<file path="config.mk">
export PLATFORM = sky130hd
export DESIGN_NAME = gen_pack_tx_st
export DESIGN_NICKNAME = d
export VERILOG_FILES = /design/src/rtl/gen_pack_pkg.sv /design/src/rtl/gen_pack_payload_word.sv /design/src/rtl/gen_pack_tx_st.sv
export SDC_FILE = /design/constraint.sdc
export NUM_CORES = 1
export LEC_CHECK = 0
export ABC_CLOCK_PERIOD_IN_PS = 22500
export BUFFER_PORTS_ARGS = -buffer_cell sky130_fd_sc_hd__buf_2
export CAP_MARGIN = 15
export CORE_ASPECT_RATIO = 1.2
export CORE_MARGIN = 2
export CORE_UTILIZATION = 57
export DETAILED_ROUTE_END_ITERATION = 10
export GPL_ROUTABILITY_DRIVEN = 0
export GPL_TIMING_DRIVEN = 0
export PLACE_DENSITY = 0.86
export REMOVE_ABC_BUFFERS = 1
export SYNTH_ARGS = -nofsm -noshare
export SYNTH_HDL_FRONTEND = slang
export SYNTH_SLANG_ARGS = --single-unit
</file>
<file path="constraint.sdc">
create_clock -name clk_i -period 22.5 [get_ports clk_i]
set_clock_uncertainty 0.05 [all_clocks]
set_input_delay 4.5 -clock clk_i [delete_from_list [all_inputs] [get_ports clk_i]]
set_output_delay 4.5 -clock clk_i [all_outputs]
set_load 0.01 [all_outputs]
</file>
<file path="src/rtl/gen_pack_pkg.sv">
// Shared types and constants for the Avalon-ST Ethernet frame generator.
// Holds the FSM encoding, frame-size constants and the latched configuration struct.
package gen_pack_pkg;

  localparam int unsigned ETH_HDR_BYTES     = 14;
  localparam int unsigned MIN_PAYLOAD_BYTES = 46;
  localparam int unsigned MAX_PAYLOAD_BYTES = 1500;

  typedef enum logic [1:0] {
    StIdle,
    StGap,
    StHdr,
    StPay
  } state_e;

  typedef struct packed {
    logic [47:0] dst;
    logic [47:0] src;
    logic [15:0] ethertype;
    logic [10:0] len;
    logic [15:0] cnt;
    logic [7:0]  gap;
  } cfg_t;

  function automatic logic [10:0] clamp_len(input logic [10:0] len,
                                            input logic [10:0] lo,
                                            input logic [10:0] hi);
    if (len < lo) return lo;
    if (len > hi) return hi;
    return len;
  endfunction

endpackage

</file>
<file path="src/rtl/gen_pack_payload_word.sv">
// Combinational payload packer: four big-endian bytes of the incrementing pattern for the
// beat starting at frame byte offset byte_off_i, plus a mask of which bytes are payload.
module gen_pack_payload_word
  import gen_pack_pkg::*;
(
  input  logic [10:0] byte_off_i,
  input  logic [7:0]  seed_i,
  input  logic [10:0] len_i,
  output logic [31:0] word_o,
  output logic [3:0]  mask_o
);

  logic [11:0] end_pos;

  assign end_pos = 12'(ETH_HDR_BYTES) + {1'b0, len_i};

  for (genvar j = 0; j < 4; j++) begin : g_byte
    logic [11:0] pos;
    assign pos = {1'b0, byte_off_i} + 12'(j);
    assign mask_o[3-j] = (pos >= 12'(ETH_HDR_BYTES)) && (pos < end_pos);
    // Payload byte k sits at frame offset k+14, so value = pos - 14 + seed (mod 256).
    assign word_o[31-8*j -: 8] = pos[7:0] - 8'(ETH_HDR_BYTES) + seed_i;
  end

endmodule

</file>
<file path="src/rtl/gen_pack_tx_st.sv">
// Avalon-ST frame source: after TSE init and a start pulse, streams N Ethernet frames
// (14-byte header then incrementing payload) into the MAC TX FIFO; MAC appends the CRC.
module gen_pack_tx_st
  import gen_pack_pkg::*;
#(
  parameter int unsigned MIN_PAYLOAD = MIN_PAYLOAD_BYTES,
  parameter int unsigned MAX_PAYLOAD = MAX_PAYLOAD_BYTES,
  parameter int unsigned DATA_W      = 32
) (
  input  logic              clk_i,
  input  logic              arst_i,
  input  logic              tse_init_done_i,
  input  logic              start_i,
  input  logic              stop_i,
  input  logic [47:0]       cfg_dst_mac_i,
  input  logic [47:0]       cfg_src_mac_i,
  input  logic [15:0]       cfg_ethertype_i,
  input  logic [10:0]       cfg_payload_len_i,
  input  logic [15:0]       cfg_pkt_cnt_i,
  input  logic [7:0]        cfg_gap_i,
  input  logic              tx_ready_i,
  output logic [DATA_W-1:0] tx_data_o,
  output logic              tx_valid_o,
  output logic              tx_sop_o,
  output logic              tx_eop_o,
  output logic [1:0]        tx_empty_o,
  output logic              tx_error_o,
  output logic              busy_o,
  output logic              done_o,
  output logic [31:0]       sent_cnt_o
);

  if (DATA_W != 32) begin : g_data_w_check
    $error("gen_pack_tx_st: only DATA_W = 32 is supported");
  end

  localparam logic [10:0] MinLen = 11'(MIN_PAYLOAD);
  localparam logic [10:0] MaxLen = 11'(MAX_PAYLOAD);

  state_e      state_q, state_d;
  cfg_t        cfg_q, cfg_d;
  logic [15:0] idx_q, idx_d;
  logic [8:0]  beat_q, beat_d;
  logic [7:0]  gap_q, gap_d;
  logic        stop_pend_q, stop_pend_d;
  logic        done_q, done_d;
  logic [31:0] sent_q, sent_d;

  logic [11:0] frame_bytes;
  logic [8:0]  last_beat;
  logic [1:0]  empty_eop;
  logic        valid, is_last, xfer, stop_now, seq_end;
  logic [15:0] idx_inc;
  logic [31:0] pay_word, pay_data, beat_data;
  logic [3:0]  pay_mask;

  assign frame_bytes = 12'(ETH_HDR_BYTES) + {1'b0, cfg_q.len};
  assign last_beat   = 9'((frame_bytes - 12'd1) >> 2);
  assign empty_eop   = 2'(3'd4 - {1'b0, frame_bytes[1:0]});
  assign valid       = (state_q == StHdr) || (state_q == StPay);
  assign is_last     = (beat_q == last_beat);
  assign xfer        = valid && tx_ready_i;
  // A dropped init-done is handled exactly like a stop request.
  assign stop_now    = stop_pend_q || stop_i || !tse_init_done_i;
  assign idx_inc     = idx_q + 16'd1;
  assign seq_end     = ((cfg_q.cnt != 16'd0) && (idx_inc == cfg_q.cnt)) || stop_now;

  gen_pack_payload_word u_payload_word (
    .byte_off_i ({beat_q, 2'b00}),
    .seed_i     (idx_q[7:0]),
    .len_i      (cfg_q.len),
    .word_o     (pay_word),
    .mask_o     (pay_mask)
  );

  assign pay_data = pay_word & {{8{pay_mask[3]}}, {8{pay_mask[2]}},
                                {8{pay_mask[1]}}, {8{pay_mask[0]}}};

  always_comb begin
    beat_data = pay_data;
    case (beat_q)
      9'd0:    beat_data = cfg_q.dst[47:16];
      9'd1:    beat_data = {cfg_q.dst[15:0], cfg_q.src[47:32]};
      9'd2:    beat_data = cfg_q.src[31:0];
      9'd3:    beat_data = {cfg_q.ethertype, pay_data[15:0]};
      default: beat_data = pay_data;
    endcase
  end

  always_comb begin
    state_d     = state_q;
    cfg_d       = cfg_q;
    idx_d       = idx_q;
    beat_d      = beat_q;
    gap_d       = gap_q;
    stop_pend_d = stop_pend_q;
    done_d      = 1'b0;
    sent_d      = sent_q;

    if ((state_q != StIdle) && (stop_i || !tse_init_done_i)) stop_pend_d = 1'b1;

    unique case (state_q)
      StIdle: begin
        // Stop in idle (including one coincident with start) is discarded.
        stop_pend_d = 1'b0;
        if (start_i && tse_init_done_i) begin
          cfg_d = '{dst:       cfg_dst_mac_i,
                    src:       cfg_src_mac_i,
                    ethertype: cfg_ethertype_i,
                    len:       clamp_len(cfg_payload_len_i, MinLen, MaxLen),
                    cnt:       cfg_pkt_cnt_i,
                    gap:       cfg_gap_i};
          idx_d   = '0;
          beat_d  = '0;
          gap_d   = cfg_gap_i;
          state_d = (cfg_gap_i == 8'd0) ? StHdr : StGap;
        end
      end
      StGap: begin
        if (stop_now) begin
          state_d     = StIdle;
          stop_pend_d = 1'b0;
          done_d      = 1'b1;
        end else if (gap_q <= 8'd1) begin
          state_d = StHdr;
          beat_d  = '0;
        end else begin
          gap_d = gap_q - 8'd1;
        end
      end
      StHdr, StPay: begin
        if (xfer) begin
          if (state_q == StPay && is_last) begin
            sent_d = sent_q + 32'd1;
            idx_d  = idx_inc;
            beat_d = '0;
            if (seq_end) begin
              state_d     = StIdle;
              stop_pend_d = 1'b0;
              done_d      = 1'b1;
            end else begin
              gap_d   = cfg_q.gap;
              state_d = (cfg_q.gap == 8'd0) ? StHdr : StGap;
            end
          end else begin
            beat_d = beat_q + 9'd1;
            if (beat_q == 9'd3) state_d = StPay;
          end
        end
      end
      default: state_d = StIdle;
    endcase
  end

  always_ff @(posedge clk_i or posedge arst_i) begin
    if (arst_i) begin
      state_q     <= StIdle;
      cfg_q       <= '0;
      idx_q       <= '0;
      beat_q      <= '0;
      gap_q       <= '0;
      stop_pend_q <= 1'b0;
      done_q      <= 1'b0;
      sent_q      <= '0;
    end else begin
      state_q     <= state_d;
      cfg_q       <= cfg_d;
      idx_q       <= idx_d;
      beat_q      <= beat_d;
      gap_q       <= gap_d;
      stop_pend_q <= stop_pend_d;
      done_q      <= done_d;
      sent_q      <= sent_d;
    end
  end

  assign tx_valid_o = valid;
  assign tx_data_o  = valid ? beat_data : '0;
  assign tx_sop_o   = valid && (beat_q == 9'd0);
  assign tx_eop_o   = (state_q == StPay) && is_last;
  assign tx_empty_o = tx_eop_o ? empty_eop : 2'd0;
  assign tx_error_o = 1'b0;
  assign busy_o     = (state_q != StIdle);
  assign done_o     = done_q;
  assign sent_cnt_o = sent_q;

endmodule
</file>
Yosys cells after proc, flatten, opt, wreduce, memory -nomap -nowiden
Cells that the tools add are included.

$add $sub $neg: 18. $lt $le $gt $ge: 11. Eq/ne operators: 17. Mux-type cells: 52. Bitwise operators: 1. Reductions and logical operators: 30.

Operators by type and width (number): case mux 32 bit (4 select lines) (1); two-way mux 16 bit (3); two-way mux 8 bit (6); two-way mux 9 bit (5); two-way mux 11 bit (4); greater-or-equal comparator 12 x 4 -> 1 bit (second input constant) (3); less-than comparator 12 bit (3); adder 32 x 1 -> 32 bit (second input constant) (1); adder 8 bit (4); bitwise AND 32 bit (1); two-way mux 32 bit (1); case mux 16 bit (2 select lines) (1); subtractor 8 x 4 -> 8 bit (second input constant) (4); case mux 9 bit (3 select lines) (1); adder 11 x 2 -> 12 bit (second input constant) (2); case mux 8 bit (3 select lines) (1); two-way mux 2 bit (10); == test 9 x 2 -> 1 bit (second input constant) (2); adder 16 x 1 -> 16 bit (second input constant) (1); == test 16 bit (1); logical NOT 8 bit (2); two-way mux 1 bit (16); nonzero test 16 bit (1); != test 2 bit (second input constant) (7); other kinds (30) (48).

Bits in registers: 216. Input bits: 153. Output and inout bits: 72. Word-level logic and storage cells: 142.

Longest topological paths before layout
Word-level depth: 9. Mapped depth: 16. Mapped depth without buffers: 15.

Cells and area by module
Synthesis repeated with hierarchy kept, for this count alone.

Cells, all modules: 1843. Area, all modules: 15092.0 µm².

By module, submodules not included: gen_pack_tx_st (times used 1, cells each 1401, area each 11726.2 µm², sequential area each 5405.2 µm²); gen_pack_payload_word (times used 1, cells each 442, area each 3365.7 µm², sequential area each 0.0 µm²).

Worst setup path after synthesis
OpenSTA, ideal clock, no wires.

Kind: flip-flop to output port. From: register cfg_q[25] in the netlist's numbering. To: output tx_data_o[3]. Arrival time: 3.238 ns. Data required time: 17.950 ns. Path slack: 14.712 ns. Cell stages (with the launch flop): 17. Buffers on the path: 1. Path through: dfrtp_1 inv_1 ha_1 nand2b_1 clkbuf_1 and2_1 xnor2_1 ha_1 a21o_1 a21o_1 o31ai_1 a21oi_1 o31ai_1 a21boi_0 o21ai_1 o21a_1 nor2_1.

Longest elaborated chain between the ends: 6.

RTL lines: start: declaration (line gen_pack_tx_st.sv:41) `cfg_t cfg_q, cfg_d;`; start signal: assignment (line gen_pack_tx_st.sv:167) `cfg_q <= cfg_d;`; adder 4 x 11 -> 12 bit (line gen_pack_payload_word.sv:15) `assign end_pos = 12'(ETH_HDR_BYTES) + {1'b0, len_i};`; less-than comparator 12 bit (line gen_pack_payload_word.sv:20) `assign mask_o[3-j] = (pos >= 12'(ETH_HDR_BYTES)) && (pos < end_pos);`; logical AND 1 bit (line gen_pack_payload_word.sv:20); bitwise AND 32 bit (line gen_pack_tx_st.sv:76) `assign pay_data = pay_word & {{8{pay_mask[3]}}, {8{pay_mask[2]}},`; case mux 32 bit (4 select lines) (line gen_pack_tx_st.sv:81) `case (beat_q)`; two-way mux 32 bit (line gen_pack_tx_st.sv:178) `assign tx_data_o = valid ? beat_data : '0;`; end: declaration (line gen_pack_tx_st.sv:22) `output logic [DATA_W-1:0] tx_data_o,`.

No other way between the ends.

Worst setup path in the final report
From: register cfg_q[25] in the netlist's numbering. To: output tx_data_o[2].

The elaborated chain is that of the path after synthesis.

==> results.cfg <==
[setup_path]
critPathLaunchType = flip-flop
rrSetupSlack_ns = 18.50
critical_path_class = flip-flop to primary output
worst-endpoint-required_ns = 17.95
r2r-end = beat_q[7]
rr_worst_depth = 7
end_kind = primary output
crit_start = cfg_q[25]
reg2reg_from = state_q[1]
critPathArrivalTime_ns = 4.68
cp_max_fo = 9
crit_path_end = tx_data_o[2]

[global_routing]
overflow = 0
track_usage = 0.287
grt_max_degree = 128
grt_pass1_vias = 11100
antenna_found_initial = 3
grt_pass1_wl_mm = 54.3

[power_and_ir_drop]
p_leak_nw = 7.36
irDropWorstVdd_mv = 0.0667
power_density_nw_per_um2 = 102

[synth]
synth.cell_area_sq_um = 12400
yosys_warnings = 0
synth_compound_area_frac = 0.133
synth_seq_area_share = 0.436
synth_area_per_cell_sq_um = 8.64
muxShareOfSynthArea = 0.0151
synth_cells = 1436
synth_ff_type = dfrtp_1
async_reset_ff_frac = 1.00
synth_most_common_cell = nand2_1
synth_xor_area_frac = 0.0732
synth_top_family_by_area = simple AND/OR/NAND/NOR gates
synthTopCellsByArea = dfrtp_1 44%, nand2_1 14%, xnor2_1 5.4%
synth.largest_area_cell = dfrtp_1
synth.top_cell.area_share = 0.436
synth-edff-count = 0
synth-adder-area-share = 0.0412
ys_ff_latch = 216
synth_commonest_cells = 461 x nand2_1, 216 x dfrtp_1, 76 x xnor2_1
ys_types = 79
yosys.area_share.simple = 0.255

[worst_hold_path]
hold_path.class = flip-flop to flip-flop
worstHoldPathCells = 2

[drt]
drc_errors = 0
ant_nets = 0
viasPerCell = 5.94
routed_wl_mm = 33.9
drt-wirelength-per-cell_um = 17.8
vias = 11300
first_pass_iters = 6
dr.first_iter.drc_count = 1041

[sta]
hold_violations = 0
post-route-period-util = 0.410
fmax_mhz = 108
tns_ns = 0
rsz0062_at_grt = no
final-max-slew-violation-count = 0
worst-slew-pin-transition_ns = 1.09
setup_violations = 0
slew_headroom = 0.267
fin_crit_ns = 9.23

[clocking]
cts_resized = 0
cts_buffer_depth = 3
cts_tree = built
postCtsHoldBufs = 0
cts_root_buf = clkbuf_16
ctsHtreeMaxLevel = 1
cts_buffers = 23
cts_sinks = 216
clk_pin_slew_worst_paths_ns = 0.06
post_cts_buffers = 0
clk_latency_ns = 0.51

[finish]
layout-drive-gt1-share = 0.192
area_delta_synth_final_pct = 16.7
utilization = 0.672
nNetsFinal = 1806

[die]
start_util = 0.575
fp-row-count = 59
dieWidth_um = 139
die_y_um = 166
core-area_sq_um = 21600
die-area_sq_um = 23000
ioPinCount = 225

[run_status]
status = finished, final reports clean

[placement]
dp_hpwl_mm = 23.2
port_buffers = 223

[run]
max_cap_viol_count = 0
## registers in the layout (all words and copies together) (netlist names)
| name | count |
|---|---|
| beat_q | 9 |
| cfg_q | 147 |
| done_o | 1 |
| gap_q | 8 |
| idx_q | 16 |
| sent_cnt_o | 32 |
| state_q | 2 |
| stop_pend_q | 1 |
## final cells by class
class                           instances  area [sq um]
Antenna cell                            3          7.51
Clock buffer                           32           669
Clock inverter                          5          53.8
Fill cell                            1673          7080
Inverter                               51           200
Multi-Input combinational cell       1084          6440
Sequential cell                       216          5410
Tap cell                              274           343
Timing Repair Buffer                  238          1350
## metrics by stage
step,power (mW),instance area (sq um),hold slack [ns],worst slack (ns),std cells
CTS,1.47,14500,0.427,13.41,1900
finish,1.47,14500,0.422,13.27,1903
global placement,1.08,13500,0.407,4.45,1848
global route,1.56,14500,0.448,13.00,1902
floorplan,0.907,12000,0.395,9.27,1351
detailed placement,1.09,13700,0.410,13.97,1863
## worst max-delay path, stage by stage (launching register included)
cell and delay [ns]:
dfrtp_1 0.51, inv_1 0.14, ha_1 0.26, nand2b_1 0.26
and2_1 0.22, xnor2_1 0.14, ha_1 0.27, a21o_1 0.19
a21o_1 0.19, o31ai_1 0.19, a21oi_1 0.10, o31ai_1 0.39
a21boi_0 0.32, o21ai_1 0.37, o21a_1 0.29, nor2_1 0.15
buf_2 0.18
## kinds of logic (layout without fill, tap and decap cells)
family                   after synthesis  count (layout)
AND/OR/NAND/NOR                      698             698
AO/OA/AOI/OAI                        229             229
flip-flops                           216             216
buffers and inverters                136             326
XOR/XNOR                              99              99
adder cells (fa/ha/maj)               39              39
multiplexers                          18              18
other                                  1               4
## report_power, final
part / switching [mW] / internal (mW) / leakage, nW / total [mW]
combinational: 0.323 / 0.228 / 4.20 / 0.551
sequential: 0.0749 / 0.473 / 2.80 / 0.547
clock: 0.154 / 0.217 / 0.360 / 0.371
total: 0.552 / 0.918 / 7.36 / 1.47
## cell usage in the layout, fill, tap and decap left out, types with 9 or more instances in the layout
master and n:
a22o_1 21, nand2b_1 10, inv_1 48, o22ai_1 19, mux2i_1 12, nand3_1 25, buf_6 10, clkbuf_16 23
xnor2_1 76, a222oi_1 16, nand3_2 9, a221oi_1 17, and3_1 29, ha_1 36, nor3_1 15, nand2_1 460
o21a_1 10, nor2_1 51, dfrtp_1 216, and2_1 13, a31oi_1 9, o31ai_1 9, a21oi_1 49, o21ai_0 25
buf_2 223, nor4_1 15, xor2_1 20, nand4_1 17
## routing by layer
layer  part of all wire  track usage  vias to the layer above  routed length [um]
met1               0.39        0.357                     5505               13300
met2               0.50        0.503                      446               17000
li1                   -            -                     5252                   -
met3              0.066       0.0476                      107                2240
met4              0.040        0.121                        2                1370
met5            0.00038            0                        -                  13
## worst min-delay path by stage
stage	start	to	slack, ns
2_1_floorplan	cfg_q[83]	cfg_q[83]	0.39
3_3_place_gp	sent_cnt_o[31]	sent_cnt_o[31]	0.41
3_5_place_dp	sent_cnt_o[31]	sent_cnt_o[31]	0.41
4_1_cts	cfg_q[118]	cfg_q[118]	0.43
5_1_grt	cfg_q[84]	cfg_q[84]	0.45
6_report	cfg_q[43]	cfg_q[43]	0.42
Power figures use the tool's default switching activity.
